[src/rtl/min_max_detector_pkg.sv]
// Shared definitions for the min/max peak detector: FSM encoding and default widths.
// No logic here; all timing lives in the importing modules.
// No flow control; constants only.
package min_max_detector_pkg;

    // Default ADC sample width and sample-memory address width.
    localparam int DATA_W_DEF = 8;
    localparam int ADDR_W_DEF = 10;

    // Acquisition FSM state encoding.
    typedef enum logic [1:0] {
        ST_IDLE = 2'd0,
        ST_RUN  = 2'd1,
        ST_DONE = 2'd2
    } state_e;

endpackage : min_max_detector_pkg

[src/rtl/min_max_detector_acc.sv]
// Running min/max accumulator pair for one decimation interval, with close/reload.
// Results are combinational on the closing cycle; accumulators update on the clock edge.
// No backpressure: a sample is consumed every cycle that update_i or close_i is high.
module min_max_acc #(
    parameter int DATA_W = 8
) (
    input  logic              clk_i,
    input  logic              rst_ni,
    input  logic              clear_i,      // hold accumulators at their empty values
    input  logic              update_i,     // fold sample_i into the running pair
    input  logic              close_i,      // close the interval with sample_i, then reload
    input  logic              peak_mode_i,  // 1 = min/max of interval, 0 = closing sample only
    input  logic [DATA_W-1:0] sample_i,
    output logic [DATA_W-1:0] res_min_o,
    output logic [DATA_W-1:0] res_max_o
);

    localparam logic [DATA_W-1:0] ACC_MIN_EMPTY = '1;
    localparam logic [DATA_W-1:0] ACC_MAX_EMPTY = '0;

    logic [DATA_W-1:0] acc_min_q;
    logic [DATA_W-1:0] acc_max_q;
    logic [DATA_W-1:0] acc_min_d;
    logic [DATA_W-1:0] acc_max_d;
    logic [DATA_W-1:0] incl_min;
    logic [DATA_W-1:0] incl_max;

    // Running pair including the current sample (unsigned compare).
    always_comb begin
        incl_min = (sample_i < acc_min_q) ? sample_i : acc_min_q;
        incl_max = (sample_i > acc_max_q) ? sample_i : acc_max_q;
    end

    // Interval result: in plain-decimation mode the closing sample stands for both.
    always_comb begin
        res_min_o = peak_mode_i ? incl_min : sample_i;
        res_max_o = peak_mode_i ? incl_max : sample_i;
    end

    // Next accumulator value: a close reloads so the following sample starts a fresh interval.
    always_comb begin
        acc_min_d = acc_min_q;
        acc_max_d = acc_max_q;
        if (clear_i || close_i) begin
            acc_min_d = ACC_MIN_EMPTY;
            acc_max_d = ACC_MAX_EMPTY;
        end else if (update_i) begin
            acc_min_d = incl_min;
            acc_max_d = incl_max;
        end
    end

    // Accumulator registers, empty on reset.
    always_ff @(posedge clk_i or negedge rst_ni) begin
        if (!rst_ni) begin
            acc_min_q <= ACC_MIN_EMPTY;
            acc_max_q <= ACC_MAX_EMPTY;
        end else begin
            acc_min_q <= acc_min_d;
            acc_max_q <= acc_max_d;
        end
    end

endmodule : min_max_acc

[src/rtl/min_max_detector.sv]
// Decimating min/max peak detector feeding a sample memory with {max, min} words.
// Latency: WR_EN one cycle after the closing CLK_EN; one write per cycle sustained.
// No backpressure: the memory must accept every WR_EN; Start_WR low aborts at once.
module min_max_detector
    import min_max_detector_pkg::*;
#(
    parameter int DATA_W = DATA_W_DEF,
    parameter int ADDR_W = ADDR_W_DEF
) (
    input  logic                CLK,
    input  logic                nRESET,
    input  logic                Start_WR,
    input  logic                CLK_EN,
    input  logic                Peak_Mode,
    input  logic [DATA_W-1:0]   ADC_Data,
    output logic                WR_EN,
    output logic [ADDR_W-1:0]   WR_Addr,
    output logic [2*DATA_W-1:0] WR_Data,
    output logic                Full
);

    localparam logic [ADDR_W-1:0] ADDR_LAST = '1;
    localparam logic [ADDR_W-1:0] ADDR_ONE  = {{(ADDR_W-1){1'b0}}, 1'b1};

    state_e              state_q;
    logic                wr_en_q;
    logic [ADDR_W-1:0]   wr_addr_q;
    logic [2*DATA_W-1:0] wr_data_q;
    logic                full_q;

    logic                running;
    logic                last_write;
    logic                close_ok;
    logic [DATA_W-1:0]   res_min;
    logic [DATA_W-1:0]   res_max;

    // Qualifiers: accumulate only while running; the write to the last address
    // ends acquisition, so a close landing on that same edge is dropped.
    always_comb begin
        running    = (state_q == ST_RUN) && Start_WR;
        last_write = wr_en_q && (wr_addr_q == ADDR_LAST);
        close_ok   = running && CLK_EN && !last_write;
    end

    min_max_acc #(
        .DATA_W (DATA_W)
    ) u_acc (
        .clk_i       (CLK),
        .rst_ni      (nRESET),
        .clear_i     (!running),
        .update_i    (running),
        .close_i     (running && CLK_EN),
        .peak_mode_i (Peak_Mode),
        .sample_i    (ADC_Data),
        .res_min_o   (res_min),
        .res_max_o   (res_max)
    );

    // Acquisition FSM with address counter and registered write port.
    always_ff @(posedge CLK or negedge nRESET) begin
        if (!nRESET) begin
            state_q   <= ST_IDLE;
            wr_en_q   <= 1'b0;
            wr_addr_q <= '0;
            wr_data_q <= '0;
            full_q    <= 1'b0;
        end else if (!Start_WR) begin
            state_q   <= ST_IDLE;
            wr_en_q   <= 1'b0;
            wr_addr_q <= '0;
            full_q    <= 1'b0;
        end else begin
            case (state_q)
                ST_IDLE: begin
                    state_q   <= ST_RUN;
                    wr_en_q   <= 1'b0;
                    wr_addr_q <= '0;
                    full_q    <= 1'b0;
                end
                ST_RUN: begin
                    if (last_write) begin
                        state_q <= ST_DONE;
                        full_q  <= 1'b1;
                    end else if (wr_en_q) begin
                        wr_addr_q <= wr_addr_q + ADDR_ONE;
                    end
                    wr_en_q <= close_ok;
                    if (close_ok) begin
                        wr_data_q <= {res_max, res_min};
                    end
                end
                ST_DONE: begin
                    wr_en_q <= 1'b0;
                    full_q  <= 1'b1;
                end
                default: begin
                    state_q   <= ST_IDLE;
                    wr_en_q   <= 1'b0;
                    wr_addr_q <= '0;
                    full_q    <= 1'b0;
                end
            endcase
        end
    end

    // The strobe is gated by Start_WR so a write still pending when acquisition
    // is withdrawn never reaches the memory.
    always_comb begin
        WR_EN   = wr_en_q && Start_WR;
        WR_Addr = wr_addr_q;
        WR_Data = wr_data_q;
        Full    = full_q;
    end

endmodule : min_max_detector

[config.mk]
export PLATFORM = sky130hd
export DESIGN_NAME = min_max_detector
export DESIGN_NICKNAME = d
export VERILOG_FILES = /design/src/rtl/min_max_detector_pkg.sv /design/src/rtl/min_max_detector_acc.sv /design/src/rtl/min_max_detector.sv
export SDC_FILE = /design/constraint.sdc
export NUM_CORES = 1
export LEC_CHECK = 0
export ABC_AREA = 1
export BUFFER_PORTS_ARGS = -buffer_cell sky130_fd_sc_hd__buf_2
export CAP_MARGIN = 15
export CORE_UTILIZATION = 43
export CTS_CLUSTER_DIAMETER = 30
export DETAILED_ROUTE_END_ITERATION = 10
export GPL_TIMING_DRIVEN = 0
export PLACE_DENSITY = 0.6
export REMOVE_ABC_BUFFERS = 1
export SYNTH_ARGS = -nofsm -noshare
export SYNTH_HDL_FRONTEND = slang
export SYNTH_HIERARCHICAL = 1
export SYNTH_SLANG_ARGS = --single-unit
[constraint.sdc]
create_clock -name CLK -period 5.6 [get_ports CLK]
set_clock_uncertainty 0.15 [all_clocks]
set_input_delay 0.56 -clock CLK [delete_from_list [all_inputs] [get_ports CLK]]
set_output_delay 0.56 -clock CLK [all_outputs]
set_load 0.02 [all_outputs]
==> flow_summary.toml <==
[power]
power.static_leakage_nw = 1.955
comb_power_share = 0.276
power_frac_clock = 0.253
sequential_power_share = 0.470
switching_share = 0.3559
netSwitchingPower_mw = 0.3049
power_density_mw_per_mm2 = 252.1
internal_power_mw = 0.5519
max-vdd-ir-drop_uv = 119.0

[synth]
synth_cell_type_count = 27
most_instantiated_library_cell_after_synthesis = "nand2_1"
synth.area.top_cells = "dfrtp_1 (31%), nand2_1 (24%), nand3_1 (10%)"
syn-instance-count = 433
synth_enable_flop_cells = 0
synth_commonest_cells = "nand2_1 (193), nand3_1 (62), inv_1 (47), dfrtp_1 (38), ha_1 (19)"
syn-mean-instance-area_sq_um = 6.976
synth-main-ff-cell = "dfrtp_1"
yosys_register_bits = 46
synth.yosys.seq_area_share = 0.3844
synth.top_cell.area_share = 0.3148
synth_area_leader_cell = "dfrtp_1"
post_synth_instance_area_sq_mm = 0.003020
synth.yosys.warnings = 6
ys_async_sr_fraction = 1.000

[placed_design]
hpwlAfterDp_microns = 5108
dpl_cells = 558
buffer_ports.inserted = 40
pre_cts_ws_ns = 3.184
gp_congestion = 0.8416

[cells_and_area]
layout.nets = 503
finalNonFillerCells = 568
area.sequential_sq_mm = 0.001161
multiInputGateArea_sq_mm = 0.001605
nFillCells = 697
antennaDiodeCount = 0
layout-area-overhead-vs-synth_pct = 12.51
fraction_of_layout_instances_using_a_drive_strength_above_1 = 0.1568

[outcome]
outcome = "finished with violations"
violated_checks = "DRC"

[timing]
finalCritPeriodShare = 0.4161
finalCriticalPeriod_ns = 2.330
finalSetupTns_ns = 0
report.final.hold_viol_count = 0
max_freq_mhz = 429.1
rsz_0062_raised_after_global_routing = "false"
setup_violations = 0
worst_slew_margin_rel = 0.6837
fin_worst_hold_slack_ns = 0.3266
worst_pin_slew_ns = 0.4733
final-max-slew-violation-count = 0
worst_slack_ns = 3.270

[routing]
drt-pass1-iter-count = 7
met3_wirelength_microns = 328
detail_route.iter0.violations = 146
m1WireLength_microns = 3283
postRouteAntennaNets = 0
topRoutingLayerUsed = "met4"
detailroute.via_count = 2820
average_wire_per_standard_cell_microns = 12.87
routed_via_density = 4.965
met2RoutedLength_microns = 3647
route.final.wire_length_microns = 7312
drcViolationCount = 2

[clocking]
register_clock_pin_slew_on_the_reported_worst_setup_and_hold_paths_ns = 0.09
worstSkewPairLatency_ns = 0.30
htree_num_levels = 2
numCtsBuffers = 5
tritoncts_num_sinks = 46
postCtsSetupRepairBufs = 0
clock_tree_root = "clkbuf_8"
clock_tree_from_tritoncts = "done"
cts.hold.buffers_added = 0
cts_max_path_buffers = 2
cts-resized-gates = 0

[global_routing]
grt_antenna_before_repair = 0
grt_usage = 0.2152
first_pass_grt_wire_length_microns = 12450
grt_start_max_net_pins = 47
final_global_route_overflow_total = 0
first_global_vias = 2730

[critical_path]
crit_buf_inv = 1
cpLargestDelayFamily = "simple AND/OR/NAND/NOR gates"
crit_required_ns = 5.69
data_arrival_time_at_the_worst_slack_endpoint_ns = 2.42
start_kind = "flop"
cp_slowest_stage_delay_ns = 0.42
timing.critical_path.cells = "ha_1 > nand2_1 > nor2_1 > or2_1 > nor2_4 > nand3_1 > nand2_1 > inv_1"
crit_fanout = 13
slowest_stage = "dfrtp_1"
worstSetupPathType = "reg -> reg"
cp-end-kind = "flop"
critical_path.most_common_cell = "nand2_1"

[floorplanning]
floorplan.rows = 30
start_util = 0.4446
io_pins = 41
placeableCoreArea_sq_mm = 0.006794
die_height_microns = 85.81
die-area_sq_mm = 0.007363
die_width_microns = 85.81

[hold_path]
hold_class = "reg -> reg"

[job]
max_cap_violations = 0
## per-layer routing
metal | vias up | GRT usage
li1 | 1435 | -
met1 | 1313 | 0.2658
met2 | 68 | 0.3905
met3 | 4 | 0.03080
met4 | 0 | 0.06061
met5 | - | 0
## power groups by stage
stage               sequential (mW)  combinational, mW  clock [mW]
floorplan                     0.457              0.100           0
global placement              0.409              0.234           0
detailed placement            0.409              0.238           0
CTS                           0.403              0.238       0.227
global route                  0.409              0.265       0.238
finish                        0.403              0.237       0.217
## placed cells by master, fill, tap and decap left out, drive strengths merged
master       instances
clkinv               1
nand4                4
buf                 41
xnor2                1
nor3b                2
o21bai               1
nand3               62
o21a                 2
dfrtp               38
nand3b               2
inv                 49
nor2                22
nand2              201
clkbuf               6
a21oi                9
clkinvlp             1
dfstp                8
dlygate4sd3          1
ha                  19
or2                  1
and2                 1
## registers in the layout, indices dropped and copies added, names as in the netlist
signal / count
WR_Addr: 10
Full: 1
state_q: 2
WR_Data: 16
wr_en_q: 1
u_acc/acc_min_q: 8
u_acc/acc_max_q: 8
## layout make-up
class | count | area share
tap | 96 | 0.03535
inverter | 49 | 0.05486
clock buffer | 6 | 0.02430
clock inverter | 2 | 0.003682
multi-input combinational | 327 | 0.4724
timing repair buffer | 42 | 0.06775
sequential | 46 | 0.3417
## through the flow
| step | util | cell area, sq um | power [mW] |
|---|---|---|---|
| after floorplan | - | 2953 | 0.5579 |
| after global placement | 0.4818 | 3273 | 0.6436 |
| after detailed placement | 0.4818 | 3273 | 0.6466 |
| after CTS | 0.4958 | 3368 | 0.8687 |
| after global routing | 0.5002 | 3398 | 0.9115 |
| final | 0.5002 | 3398 | 0.8568 |
## worst register-to-register path, stage by stage, from the launching register on
cell and delay, ns:
dfrtp_1 0.42, ha_1 0.21, nand2_1 0.36, nor2_1 0.16, or2_1 0.39, nor2_4 0.35
nand3_1 0.13, nand2_1 0.08, inv_1 0.04
## kinds of logic (layout without fill, tap and decap cells)
kind of cell | Yosys count | count (layout) | synth area share
AND/OR/NAND/NOR | 295 | 295 | 0.4275
buffers and inverters | 60 | 99 | 0.08409
flip-flops | 46 | 46 | 0.3844
adder cells (fa/ha/maj) | 19 | 19 | 0.07871
AO/OA/AOI/OAI | 12 | 12 | 0.02237
XOR/XNOR | 1 | 1 | 0.002900
## path summary, 6_finish.rpt
path / slack, ns / to / from / cells after the start
min in group asynchronous: 0.49 / state_q[0] / nRESET / 2
worst max register to register: 3.27 / u_acc/acc_min_q[4] / state_q[0] / 8
max in group asynchronous: 4.27 / u_acc/acc_min_q[4] / nRESET / 3
worst min register to register: 0.33 / WR_Data[4] / WR_Data[4] / 2
worst max-delay path: 3.27 / u_acc/acc_min_q[4] / state_q[0] / 8
worst min-delay path: 0.33 / WR_Data[4] / WR_Data[4] / 2
No activity file was read; power rests on OpenSTA's default activity.
